## src/rtl/mac_dot_sequencer.sv

```systemverilog
// mac_dot_sequencer
// Sequences a 4-bit multiply / 8-bit accumulate MAC to compute one dot
// product of length N per command.
//
// state | meaning
// ------+-----------------------------------------------------------
// IDLE  | waiting for a command; cmd_ready high
// CLEAR | one cycle with mac_clr high, MAC accumulator zeroed
// RUN   | accepting operand pairs; idle cycles feed zeros to the MAC
// DRAIN | last pair is being accumulated by the MAC
// DONE  | result held on res_data until res_ready
//
// Ports:
//   clk, rst_n            clock, async active-low reset
//   cmd_valid/ready/len   command handshake, element count N (0 legal)
//   abort                 cancel current operation (ignored in IDLE)
//   op_valid/ready/a/b    operand pair stream
//   mac_a/b/cin/clr       registered drive to the MAC instance
//   mac_result/cout       MAC accumulator value and adder carry-out
//   res_valid/ready/data  result handshake
//   res_ovf               sticky: accumulator wrapped during this command
//   busy                  high outside IDLE
module mac_dot_sequencer #(
  parameter int LEN_W = 8
) (
  input  logic             clk,
  input  logic             rst_n,
  input  logic             cmd_valid,
  output logic             cmd_ready,
  input  logic [LEN_W-1:0] cmd_len,
  input  logic             abort,
  input  logic             op_valid,
  output logic             op_ready,
  input  logic [3:0]       op_a,
  input  logic [3:0]       op_b,
  output logic [3:0]       mac_a,
  output logic [3:0]       mac_b,
  output logic             mac_cin,
  output logic             mac_clr,
  input  logic [7:0]       mac_result,
  input  logic             mac_cout,
  output logic             res_valid,
  input  logic             res_ready,
  output logic [7:0]       res_data,
  output logic             res_ovf,
  output logic             busy
);

  typedef enum logic [2:0] {
    S_IDLE,
    S_CLEAR,
    S_RUN,
    S_DRAIN,
    S_DONE
  } state_t;

  state_t           state;
  logic [LEN_W-1:0] count;
  logic             inflight;
  logic             idle_q;   // cmd_ready; stays low until the first edge after reset
  logic             beat;

  assign beat      = op_valid & op_ready;
  assign cmd_ready = idle_q;
  // abort blocks the beat so an aborted cycle never consumes an operand
  assign op_ready  = (state == S_RUN) & ~abort;
  assign res_valid = (state == S_DONE);
  // operands are zero in DONE, so mac_result is stable while presented
  assign res_data  = (state == S_DONE) ? mac_result : 8'h00;
  assign busy      = (state != S_IDLE);
  assign mac_cin   = 1'b0;

  always_ff @(posedge clk or negedge rst_n) begin
    if (!rst_n) begin
      state    <= S_IDLE;
      count    <= '0;
      mac_a    <= 4'h0;
      mac_b    <= 4'h0;
      mac_clr  <= 1'b1;
      res_ovf  <= 1'b0;
      inflight <= 1'b0;
      idle_q   <= 1'b0;
    end else begin
      // carry out of the adder while a real beat is summed means a wrap
      if (inflight && mac_cout) res_ovf <= 1'b1;

      if (state == S_IDLE) begin
        idle_q   <= 1'b1;
        mac_clr  <= 1'b0;
        mac_a    <= 4'h0;
        mac_b    <= 4'h0;
        inflight <= 1'b0;
        if (cmd_valid && idle_q) begin
          count   <= cmd_len;
          res_ovf <= 1'b0;
          mac_clr <= 1'b1;
          idle_q  <= 1'b0;
          state   <= S_CLEAR;
        end
      end else if (abort) begin
        // single-cycle clear pulse lands in the IDLE cycle that follows
        mac_a    <= 4'h0;
        mac_b    <= 4'h0;
        inflight <= 1'b0;
        mac_clr  <= 1'b1;
        idle_q   <= 1'b1;
        state    <= S_IDLE;
      end else begin
        case (state)
          S_CLEAR: begin
            mac_clr <= 1'b0;
            state   <= (count == '0) ? S_DONE : S_RUN;
          end
          S_RUN: begin
            if (beat) begin
              mac_a    <= op_a;
              mac_b    <= op_b;
              inflight <= 1'b1;
              count    <= count - 1'b1;
              if (count == {{(LEN_W-1){1'b0}}, 1'b1}) state <= S_DRAIN;
            end else begin
              mac_a    <= 4'h0;
              mac_b    <= 4'h0;
              inflight <= 1'b0;
            end
          end
          S_DRAIN: begin
            mac_a    <= 4'h0;
            mac_b    <= 4'h0;
            inflight <= 1'b0;
            state    <= S_DONE;
          end
          S_DONE: begin
            if (res_ready) begin
              idle_q <= 1'b1;
              state  <= S_IDLE;
            end
          end
          default: begin
            idle_q <= 1'b1;
            state  <= S_IDLE;
          end
        endcase
      end
    end
  end

endmodule

```

## config.mk

```make
export PLATFORM = sky130hd
export DESIGN_NAME = mac_dot_sequencer
export DESIGN_NICKNAME = d
export VERILOG_FILES = /design/src/rtl/mac_dot_sequencer.sv
export SDC_FILE = /design/constraint.sdc
export NUM_CORES = 1
export LEC_CHECK = 0
export CORE_MARGIN = 3
export CORE_UTILIZATION = 45
export DETAILED_ROUTE_END_ITERATION = 8
export PLACE_DENSITY = 0.84
export SLEW_MARGIN = 20
export SYNTH_ARGS = -nofsm -noshare
export SYNTH_HDL_FRONTEND = slang
export SYNTH_SLANG_ARGS = --single-unit
```

## constraint.sdc

```tcl
create_clock -name clk -period 4.15 [get_ports clk]
set_input_delay 1.0375 -clock clk [delete_from_list [all_inputs] [get_ports clk]]
set_output_delay 1.0375 -clock clk [all_outputs]
set_load 0.005 [all_outputs]
```

==> results.sh <==
export IMPL_grt_pass1_vias=1117
export IMPL_drc=0
export IMPL_placed_cell_area_um2=1790
export IMPL_ios=54
export IMPL_synthCells=127
export IMPL_grt_usage_pct=18.8
export IMPL_nFillCells=197
export IMPL_ctsResizeCount=0
export IMPL_finalSetupViolations=0
export IMPL_area_growth_pct=41.9
export IMPL_yosys_warnings=0
export IMPL_dp_hpwl_mm=2.55
export IMPL_worst_slack_ns=0.613
export IMPL_htreeDepth=1
export IMPL_hp_class="reg2reg"
export IMPL_root_buffer="clkbuf_4"
export IMPL_gp_routability_congestion=0.807
export IMPL_drt_iter0_drc=61
export IMPL_drive_gt1_share_pct=9.14
export IMPL_reg2reg_slack_ns=2.19
export IMPL_cap_violations=0
export IMPL_whs_ns=0.497
export IMPL_rsz0062_at_grt="no"
export IMPL_grt_pass1_wl_mm=5.13
export IMPL_seq_area_frac_synth_pct=45.2
export IMPL_wl_per_cell_um=15.9
export IMPL_startpoint_type="input pin"
export IMPL_period_needed_ns=3.54
export IMPL_status="completed"
export IMPL_yosys_register_bits=23
export IMPL_synth_top_area_share_pct=43.1
export IMPL_r2r_start="state[2]"
export IMPL_cts_hold_buffers_added=0
export IMPL_critical_path_class="in2out"
export IMPL_antenna_left=0
export IMPL_cts_num_sinks=23
export IMPL_port_buffers=52
export IMPL_fp_dieW_um=59.3
export IMPL_cts_buffer_depth=2
export IMPL_cts_tree="yes"
export IMPL_leakage_nw=0.755
export IMPL_finalCritPeriodShare_pct=85.2
export IMPL_clk_pin_slew_ns=0.13
export IMPL_start_util_pct=49.3
export IMPL_synthMostInstantiatedCell="dfrtp_1"
export IMPL_synthDistinctLibCells=40
export IMPL_drt_total_wl_mm=3.26
export IMPL_synth_area_per_cell_um2=10.0
export IMPL_grt_overflow=0
export IMPL_synthFlopType="dfrtp_1"
export IMPL_cts_setup_buffers=0
export IMPL_rr_endpoint="count[1]"
export IMPL_synth_area_um2=1280
export IMPL_drv_slew=0
export IMPL_max_freq_ghz=0.283
export IMPL_required_ns=3.11
export IMPL_die_h_um=59.3
export IMPL_synth_nets=160
export IMPL_r2r_cells=4
export IMPL_worstPathMaxFanout=9
export IMPL_slew_headroom_pct=56.5
export IMPL_vias_per_cell=5.80
export IMPL_die_area_um2=3510
export IMPL_synthTopCellsByArea="dfrtp_1 43%, a22o_1 5.5%, and3_1 3.9%"
export IMPL_core_um2=2590
export IMPL_skew_ns=0.00573
export IMPL_grt_max_degree=24
export IMPL_synth_edf_count=0
export IMPL_antenna_found_initial=0
export IMPL_vias=1188
export IMPL_setup_worst_path_start="abort"
export IMPL_synth_commonest_cells="22 x dfrtp_1, 12 x nor2_1, 9 x a21oi_1"
export IMPL_nets=209
export IMPL_yosysTopAreaCell="dfrtp_1"
export IMPL_endpoint_kind="output port"
export IMPL_setup_worst_path_end="op_ready"
export IMPL_cp_arrival_ns=2.50
export IMPL_tightest_slew_ns=0.650
export IMPL_async_flop_share_pct=100
export IMPL_diodes=0
export IMPL_finalHoldViolations=0
export IMPL_numCtsBuffers=3
export IMPL_setup_tns_ns=0
export IMPL_clkLatencyLatePin_ns=0.30
export IMPL_num_rows=18
export IMPL_ir_drop_mv=0.398
export IMPL_dp_slack_ns=0.624
export IMPL_first_pass_iters=4
export IMPL_p_per_area_nw_per_um2=514
export IMPL_final_area_um2=1810
-- flip-flops by register name, indices dropped and copies added (netlist names) --
| name | cells |
|---|---|
| count | 8 |
| mac_a | 4 |
| mac_b | 4 |
| state | 3 |
| cmd_ready | 1 |
| inflight | 1 |
| mac_clr | 1 |
| res_ovf | 1 |
-- power breakdown --
part	internal [mW]	switching (mW)	total, mW
combinational	0.210	0.228	0.438
clock	0.0374	0.0653	0.103
sequential	0.292	0.0974	0.389
-- critical path: stages --
cell	delay, ns
clkdlybuf4s50_1	0.60
nor4b_4	0.31
clkdlybuf4s50_1	0.55
-- cell type report --
cell class / instances / area (µm²) / share of cell area (%)
flip-flops and latches: 23 / 577 / 31.9
repair buffers: 53 / 523 / 28.9
well taps: 30 / 37.5 / 2.07
inverters: 4 / 17.5 / 0.968
clock buffers: 4 / 26.3 / 1.45
multi-input cells: 91 / 629 / 34.8
-- worst min-delay path by stage --
stage,from,endpoint,depth (start not counted)
after CTS,inflight,inflight,1
final,inflight,inflight,1
after global routing,mac_a[2],mac_a[2],1
after floorplan,inflight,inflight,1
after detailed placement,inflight,inflight,1
after global placement,inflight,inflight,1
-- placed cells by master, fill, tap and decap left out, types with 2 or more instances in the layout --
cell and n:
nor3_1 7, o21ai_0 8, ha_1 2, and2_1 2, a31oi_1 3, nor2_1 12, nand2_1 6, clkdlybuf4s50_1 51
dfrtp_1 22, a22o_1 8, and3_1 8, a22oi_1 2, o2bb2ai_1 3, clkbuf_4 3, nor4_1 2, inv_1 3
a21oi_1 9
-- cells by family (layout without fill, tap and decap cells) --
kind of cell             count (synthesis)  after routing  synth area share, %
AO/OA/AOI/OAI                           44             44                 26.7
AND/OR/NAND/NOR                         44             44                 20.4
flip-flops                              23             23                 45.2
buffers and inverters                   13             61                 5.49
adder cells (fa/ha/maj)                  2              2                 1.96
other                                    1              1                0.294
-- through the flow --
stage	power, mW	std cells	util (%)
2_1_floorplan	0.678	127	-
3_3_place_gp	0.802	201	69.1
3_5_place_dp	0.830	201	69.1
4_1_cts	0.931	205	70.1
5_1_grt	0.998	205	69.9
6_report	0.930	205	69.9
-- routing by layer --
| metal | track usage, % | wire length [µm] | vias up | share of wire [%] |
|---|---|---|---|---|
| li1 | - | - | 571 | - |
| met1 | 25.1 | 1370 | 573 | 42 |
| met2 | 32.1 | 1670 | 44 | 51 |
| met3 | 3.70 | 217 | 0 | 6.7 |
| met4 | 2.91 | 0 | 0 | 0 |
| met5 | 0 | 0 | - | 0 |
Power figures use the tool's default switching activity.
